`src/rtl/ysyx_22040237_mem_arb.sv`:
```
// Two-requester (IFU/LSU) arbiter onto a single shared memory port, one transaction in flight.
// Define YSYX_22040237_ARB_RR_EN for round-robin contention; otherwise LSU has fixed priority.
module ysyx_22040237_mem_arb #(
  parameter int ADDR_W = 64,
  parameter int DATA_W = 64
) (
  input  logic                clk,
  input  logic                rst,
  input  logic                ifu_req_valid,
  output logic                ifu_req_ready,
  input  logic [ADDR_W-1:0]   ifu_req_addr,
  output logic                ifu_rsp_valid,
  output logic [DATA_W-1:0]   ifu_rsp_data,
  input  logic                lsu_req_valid,
  output logic                lsu_req_ready,
  input  logic [ADDR_W-1:0]   lsu_req_addr,
  input  logic                lsu_req_wen,
  input  logic [DATA_W-1:0]   lsu_req_wdata,
  input  logic [DATA_W/8-1:0] lsu_req_wmask,
  output logic                lsu_rsp_valid,
  output logic [DATA_W-1:0]   lsu_rsp_data,
  output logic                mem_req_valid,
  input  logic                mem_req_ready,
  output logic [ADDR_W-1:0]   mem_req_addr,
  output logic                mem_req_wen,
  output logic [DATA_W-1:0]   mem_req_wdata,
  output logic [DATA_W/8-1:0] mem_req_wmask,
  input  logic                mem_rsp_valid,
  input  logic [DATA_W-1:0]   mem_rsp_data,
  output logic                grant_lsu
);

  // state | meaning
  // IDLE  | no transaction; accept one requester this cycle
  // REQ   | presenting latched request until mem_req_ready
  // WAIT  | waiting for mem_rsp_valid, routed to the owner
  typedef enum logic [1:0] {
    IDLE = 2'd0,
    REQ  = 2'd1,
    WAIT = 2'd2
  } state_t;

  state_t                state_q, state_d;
  logic [ADDR_W-1:0]     addr_q;
  logic                  wen_q;
  logic [DATA_W-1:0]     wdata_q;
  logic [DATA_W/8-1:0]   wmask_q;
  logic                  grant_lsu_q;
  logic                  pick;
  logic                  pick_lsu;
  logic                  in_req;
  logic                  rsp_fire;

  // rst gates the grant so req_ready stays low while reset is held
  assign pick = rst & (state_q == IDLE) & (ifu_req_valid | lsu_req_valid);

`ifdef YSYX_22040237_ARB_RR_EN
  logic last_lsu_q;

  assign pick_lsu = lsu_req_valid & (~ifu_req_valid | ~last_lsu_q);

  always_ff @(posedge clk or negedge rst) begin
    if (!rst) begin
      last_lsu_q <= 1'b0;
    end else if (pick) begin
      last_lsu_q <= pick_lsu;
    end
  end
`else
  assign pick_lsu = lsu_req_valid;
`endif

  always_comb begin
    state_d = state_q;
    case (state_q)
      IDLE:    if (pick) state_d = REQ;
      REQ:     if (mem_req_ready) state_d = WAIT;
      WAIT:    if (mem_rsp_valid) state_d = IDLE;
      default: state_d = IDLE;
    endcase
  end

  always_ff @(posedge clk or negedge rst) begin
    if (!rst) begin
      state_q     <= IDLE;
      addr_q      <= '0;
      wen_q       <= 1'b0;
      wdata_q     <= '0;
      wmask_q     <= '0;
      grant_lsu_q <= 1'b0;
    end else begin
      state_q <= state_d;
      if (pick) begin
        addr_q      <= pick_lsu ? lsu_req_addr : ifu_req_addr;
        wen_q       <= pick_lsu & lsu_req_wen;
        wdata_q     <= pick_lsu ? lsu_req_wdata : '0;
        wmask_q     <= pick_lsu ? lsu_req_wmask : '0;
        grant_lsu_q <= pick_lsu;
      end
    end
  end

  assign ifu_req_ready = pick & ~pick_lsu;
  assign lsu_req_ready = pick & pick_lsu;

  assign in_req        = (state_q == REQ);
  assign mem_req_valid = in_req;
  assign mem_req_addr  = in_req ? addr_q  : '0;
  assign mem_req_wen   = in_req & wen_q;
  assign mem_req_wdata = in_req ? wdata_q : '0;
  assign mem_req_wmask = in_req ? wmask_q : '0;

  // responses outside WAIT belong to nobody (e.g. left over from an abandoned transaction)
  assign rsp_fire      = (state_q == WAIT) & mem_rsp_valid;
  assign ifu_rsp_valid = rsp_fire & ~grant_lsu_q;
  assign lsu_rsp_valid = rsp_fire & grant_lsu_q;
  assign ifu_rsp_data  = ifu_rsp_valid ? mem_rsp_data : '0;
  assign lsu_rsp_data  = lsu_rsp_valid ? mem_rsp_data : '0;
  assign grant_lsu     = grant_lsu_q;

endmodule

```
`config.mk`:
```
export PLATFORM = sky130hd
export DESIGN_NAME = ysyx_22040237_mem_arb
export DESIGN_NICKNAME = d
export VERILOG_FILES = /design/src/rtl/ysyx_22040237_mem_arb.sv
export SDC_FILE = /design/constraint.sdc
export NUM_CORES = 1
export LEC_CHECK = 0
export ABC_AREA = 1
export BUFFER_PORTS_ARGS = -buffer_cell sky130_fd_sc_hd__buf_2
export CORE_AREA = 2 2 212 214
export DETAILED_ROUTE_END_ITERATION = 12
export DIE_AREA = 0 0 214 216
export PLACE_DENSITY = 0.54
export SYNTH_ARGS = -nofsm -noshare
export SYNTH_HDL_FRONTEND = slang
export SYNTH_SLANG_ARGS = --single-unit
export TNS_END_PERCENT = 100
```
`constraint.sdc`:
```
create_clock -name clk -period 1.1 [get_ports clk]
set_input_delay 0.055 -clock clk [delete_from_list [all_inputs] [get_ports clk]]
set_output_delay 0.055 -clock clk [all_outputs]
set_load 0.05 [all_outputs]
```
; ---- Word-level counts from Yosys, hierarchy flattened
; Index checks and enable logic that the tools add are counted.
[totals]
wordCells = 37
out_inout_bits = 271
reg_bits = 140
[op_classes]
n_reduce_logical = 2
bitwise_logic = 12
n_eq_ne = 5
muxes = 12
[ops]
columns = operator, n
row1 = 64-bit two-way mux, 6
row2 = 8-bit two-way mux, 2
row3 = 1-bit AND, 9
row4 = 2-bit two-way mux, 3
row5 = "2-bit != test, second input constant", 3
row6 = 2-bit case mux with 3 select lines, 1
row7 = 3-bit AND reduction, 1
row8 = "2-bit by 1-bit equality test with 1-bit output, second input constant", 1
row9 = "2-bit equality test, second input constant", 1
row10 = 2-bit zero test, 1
row11 = 1-bit NOT, 2
row12 = 1-bit OR, 1

; ---- Longest topological paths before layout
[logic_depth]
depth_word = 5
depth_mapped = 7

; ---- Least setup slack after synthesis
; No wires, ideal clock.
[synth_timing]
path_kind = register to output
from = register grant_lsu_q (netlist: grant_lsu)
to = output lsu_rsp_data[10]
path_stages_with_launch = 6
arrival_time_ps = 2490
path_buffers = 1
setup_slack_ps = -1445
path_cell_list = dfrtp_1 > inv_1 > nor2_1 > inv_2 > buf_2 > nor2_1
[synth_via]
elab_chain_len = 2
[synth_rtl]
columns = item, line
row1 = start: declaration, 48  ; logic grant_lsu_q;
row2 = start signal: assignment, 98  ; grant_lsu_q <= pick_lsu;
row3 = 1-bit AND, 116  ; assign lsu_rsp_valid = rsp_fire & grant_lsu_q;
row4 = named net lsu_rsp_valid, 20  ; output logic lsu_rsp_valid,
row5 = 64-bit two-way mux, 118  ; assign lsu_rsp_data = lsu_rsp_valid ? mem_rsp_data : '0;
row6 = end: declaration, 21  ; output logic [DATA_W-1:0] lsu_rsp_data,
; The timed path passes the listed nets, and every way through them passes these cells.

; ---- Worst setup path after layout
[layout_timing]
from = register state_q[1]
to = output lsu_rsp_data[58]
[layout_via]
elab_chain_len = 4
[layout_rtl]
columns = item, line
row1 = start: declaration, 43  ; state_t state_q, state_d;
row2 = start signal: assignment, 92  ; state_q <= state_d;
row3 = 2-bit equality test, 114  ; assign rsp_fire = (state_q == WAIT) & mem_rsp_valid;
row4 = 1-bit AND, 114
row5 = 1-bit AND, 116
row6 = 64-bit two-way mux, 118
; Every way passes these cells.

==> out/results.ini <==
[placed_design]
port_buffers=541
dp_cells=2599
post_dp_cell_area_sq_um=14800
dp_slack_ns=-0.481
dp_hpwl_um=31200
gp_congestion=0.953

[worst_setup_path]
crit_path_max_incr_delay_ns=0.42
start_kind=register
end_kind=output pin
setup.worst_path.class=register to output pin
path_buf_inv=4
crit_path_top_delay_cell=dfrtp_2
cp_max_fo=17
arrival_ns=1.86
required_ns=1.04
crit_chain=buf_6 -> nand3_4 -> nor2_4 -> inv_8 -> buf_12 -> nor2_4 -> buf_6
cp_top_family=buffers and inverters

[logic_synthesis]
synth_top_family_by_area=simple AND/OR/NAND/NOR gates
synthMuxAreaShare_pct=0
avgSynthCellArea_sq_um=5.97
yosysUniqueCellTypes=13
synthAdderAreaFrac_pct=0
async_flop_share_pct=100
ys_top_cells_by_area=dfrtp_1 (40%), nand2_1 (23%), inv_1 (12%), nor2_1 (11%), nand3_1 (8.0%)
synth_simple_gate_area_share_pct=42.7
synth_area_leader_cell=dfrtp_1
yosysMostFrequentCell=nand2_1
synth_common_cells=nand2_1 (544), inv_1 (282), nor2_1 (269), dfrtp_1 (140), nand3_1 (140)
synth_xor_area_share_pct=0
synth_edf_count=0
postSynthCellCount=1476
yosys_warnings=0
yosysTopAreaCellShare_pct=39.8
ys_seq_area_share_pct=39.8
yosys_most_used_dff=dfrtp_1
ys_ff_latch=140
syn_nets=1747
synth_area_sq_um=8810
synth-compound-area-share_pct=0.142

[drt]
drc=0
viasPerCell=4.29
wl_um=50500
wl_per_cell_um=17.4
ant_nets=0
dr.pass1.iters=5
drtIter0Drc=684
via_count=12400

[die]
ios=542
rows=77
core-area_sq_um=43800
die_h_um=216
die-area_sq_um=46200
initial_core_util_pct=20.1
die-width_um=214

[grt]
grt_pass1_vias=12800
busiest_layer=met2
grt_util_met3_pct=3.83
met1_usage_pct=22.0
antenna_found_initial=13
grt.total_usage_pct=19.7
grt_start_max_net_pins=57
grt_overflow=0
grt_pass1_wl_um=71100
gr-usage-met2_pct=35.3

[timing]
layout_setup_ws_ns=-0.815
final_hold_viol_count=0
maxSlewHeadroom_pct=51.1
setup_viol=499
fmax_mhz=522
min_period_over_period_pct=174
final_max_slew_viol_count=0
rsz0062_at_grt=yes
tns_ns=-292.69
tightest_slew_ns=0.733
finalClockSkew_ns=0.00852
min_period_ns=1.91

[layout]
nets=2550
final_area_sq_um=20800
fin_cells=2896
fin_util_pct=47.3
drive_above_1_share_pct=43.4
synthToLayoutAreaGrowth_pct=136

[clocking]
clk_pin_slew_worst_paths_ns=0.07
cts_root_buffer=clkbuf_16
cts_tree=built
clock_latency_ns=0.44
cts_max_path_buffers=2
numCtsBuffers=17
htreeDepth=4
clock_sinks=140

[power]
ir_drop_mv=1.11
power_density_nw_per_um2=2040
p_leak_nw=10.7

[status]
violations=setup timing
outcome=finished with violations

[hold_path]
hold_class=primary input to register

[job]
maxCapViolCount=0

==> per-stage QoR <==
| step | total power, mW | hold slack (ns) |
|---|---|---|
| 2_1_floorplan | 23.8 | -0.241 |
| 6_report | 42.4 | 0.0886 |
| 3_5_place_dp | 29.2 | 0.259 |
| 4_1_cts | 39.7 | 0.0152 |
| 5_1_grt | 44.6 | 0.0814 |
| 3_3_place_gp | 29.1 | 0.261 |
==> where the power goes <==
part	total, mW	switching (mW)	internal (mW)
registers	8.78	1.32	7.45
clock network	5.94	2.67	3.27
logic	27.7	16.5	11.2
total	42.4	20.5	22.0
==> final cells by class <==
class,count,area (sq um)
diodes,12,30.0
clock buffers,18,439
clock inverters,14,146
fillers,3916,23100
inverters,285,1100
multi-input cells,958,5690
flip-flops and latches,140,3510
well taps,592,741
repair buffers,877,9100
==> cells in the final DEF, fill, tap and decap left out, drive strengths merged, types with 2 or more instances in the layout <==
cell,synthesis,layout
buf,83,661
clkbuf,11,31
clkinv,0,3
clkinvlp,0,2
dfrtp,140,140
diode,0,12
dlygate4sd3,0,203
inv,285,293
nand2,544,545
nand3,140,140
nor2,270,270
==> per-layer routing <==
| layer | routed length (um) | vias up |
|---|---|---|
| li1 | - | 5861 |
| met1 | 19400 | 5856 |
| met2 | 26100 | 570 |
| met3 | 2540 | 133 |
| met4 | 2480 | 0 |
| met5 | 0 | - |
==> cell families after synthesis <==
family	after synthesis
AO/OA/AOI/OAI	2
AND/OR/NAND/NOR	955
flip-flops	140
buffers and inverters	379
==> path summary, 6_finish.rpt <==
check,from,end,slack (ns),cells after the start
min in group asynchronous,rst,wdata_q[4]$_DFFE_PN0P_,0.71,3
min,ifu_req_addr[36],addr_q[36]$_DFFE_PN0P_,0.09,5
min reg2reg,wdata_q[43]$_DFFE_PN0P_,wdata_q[43]$_DFFE_PN0P_,0.48,2
max reg2reg,state_q[0]$_DFFE_PN0P_,wdata_q[39]$_DFFE_PN0P_,-0.73,9
max in group asynchronous,rst,grant_lsu$_DFFE_PN0P_,-0.23,3
max,state_q[1]$_DFFE_PN0P_,lsu_rsp_data[58],-0.81,7
==> worst min-delay path, cell delays in order <==
cell and delay (ns):
buf_2 0.08, nand2_1 0.10, nand2_1 0.09, nand3_1 0.10
nand2_1 0.07
==> registers in the layout (all words and copies together) (netlist names) <==
name / count
wdata_q: 64
wen_q: 1
wmask_q: 8
grant_lsu: 1
addr_q: 64
state_q: 2
==> timing repair <==
action                     CTS  global route
setup endpoints to repair  411           534
setup buffers                6            22
hold endpoints to repair   279           118
gates cloned                 9            15
pin swaps                    4            33
hold buffers               203             1
gates resized for setup    560           178
No activity file was read; power rests on OpenSTA's default activity.
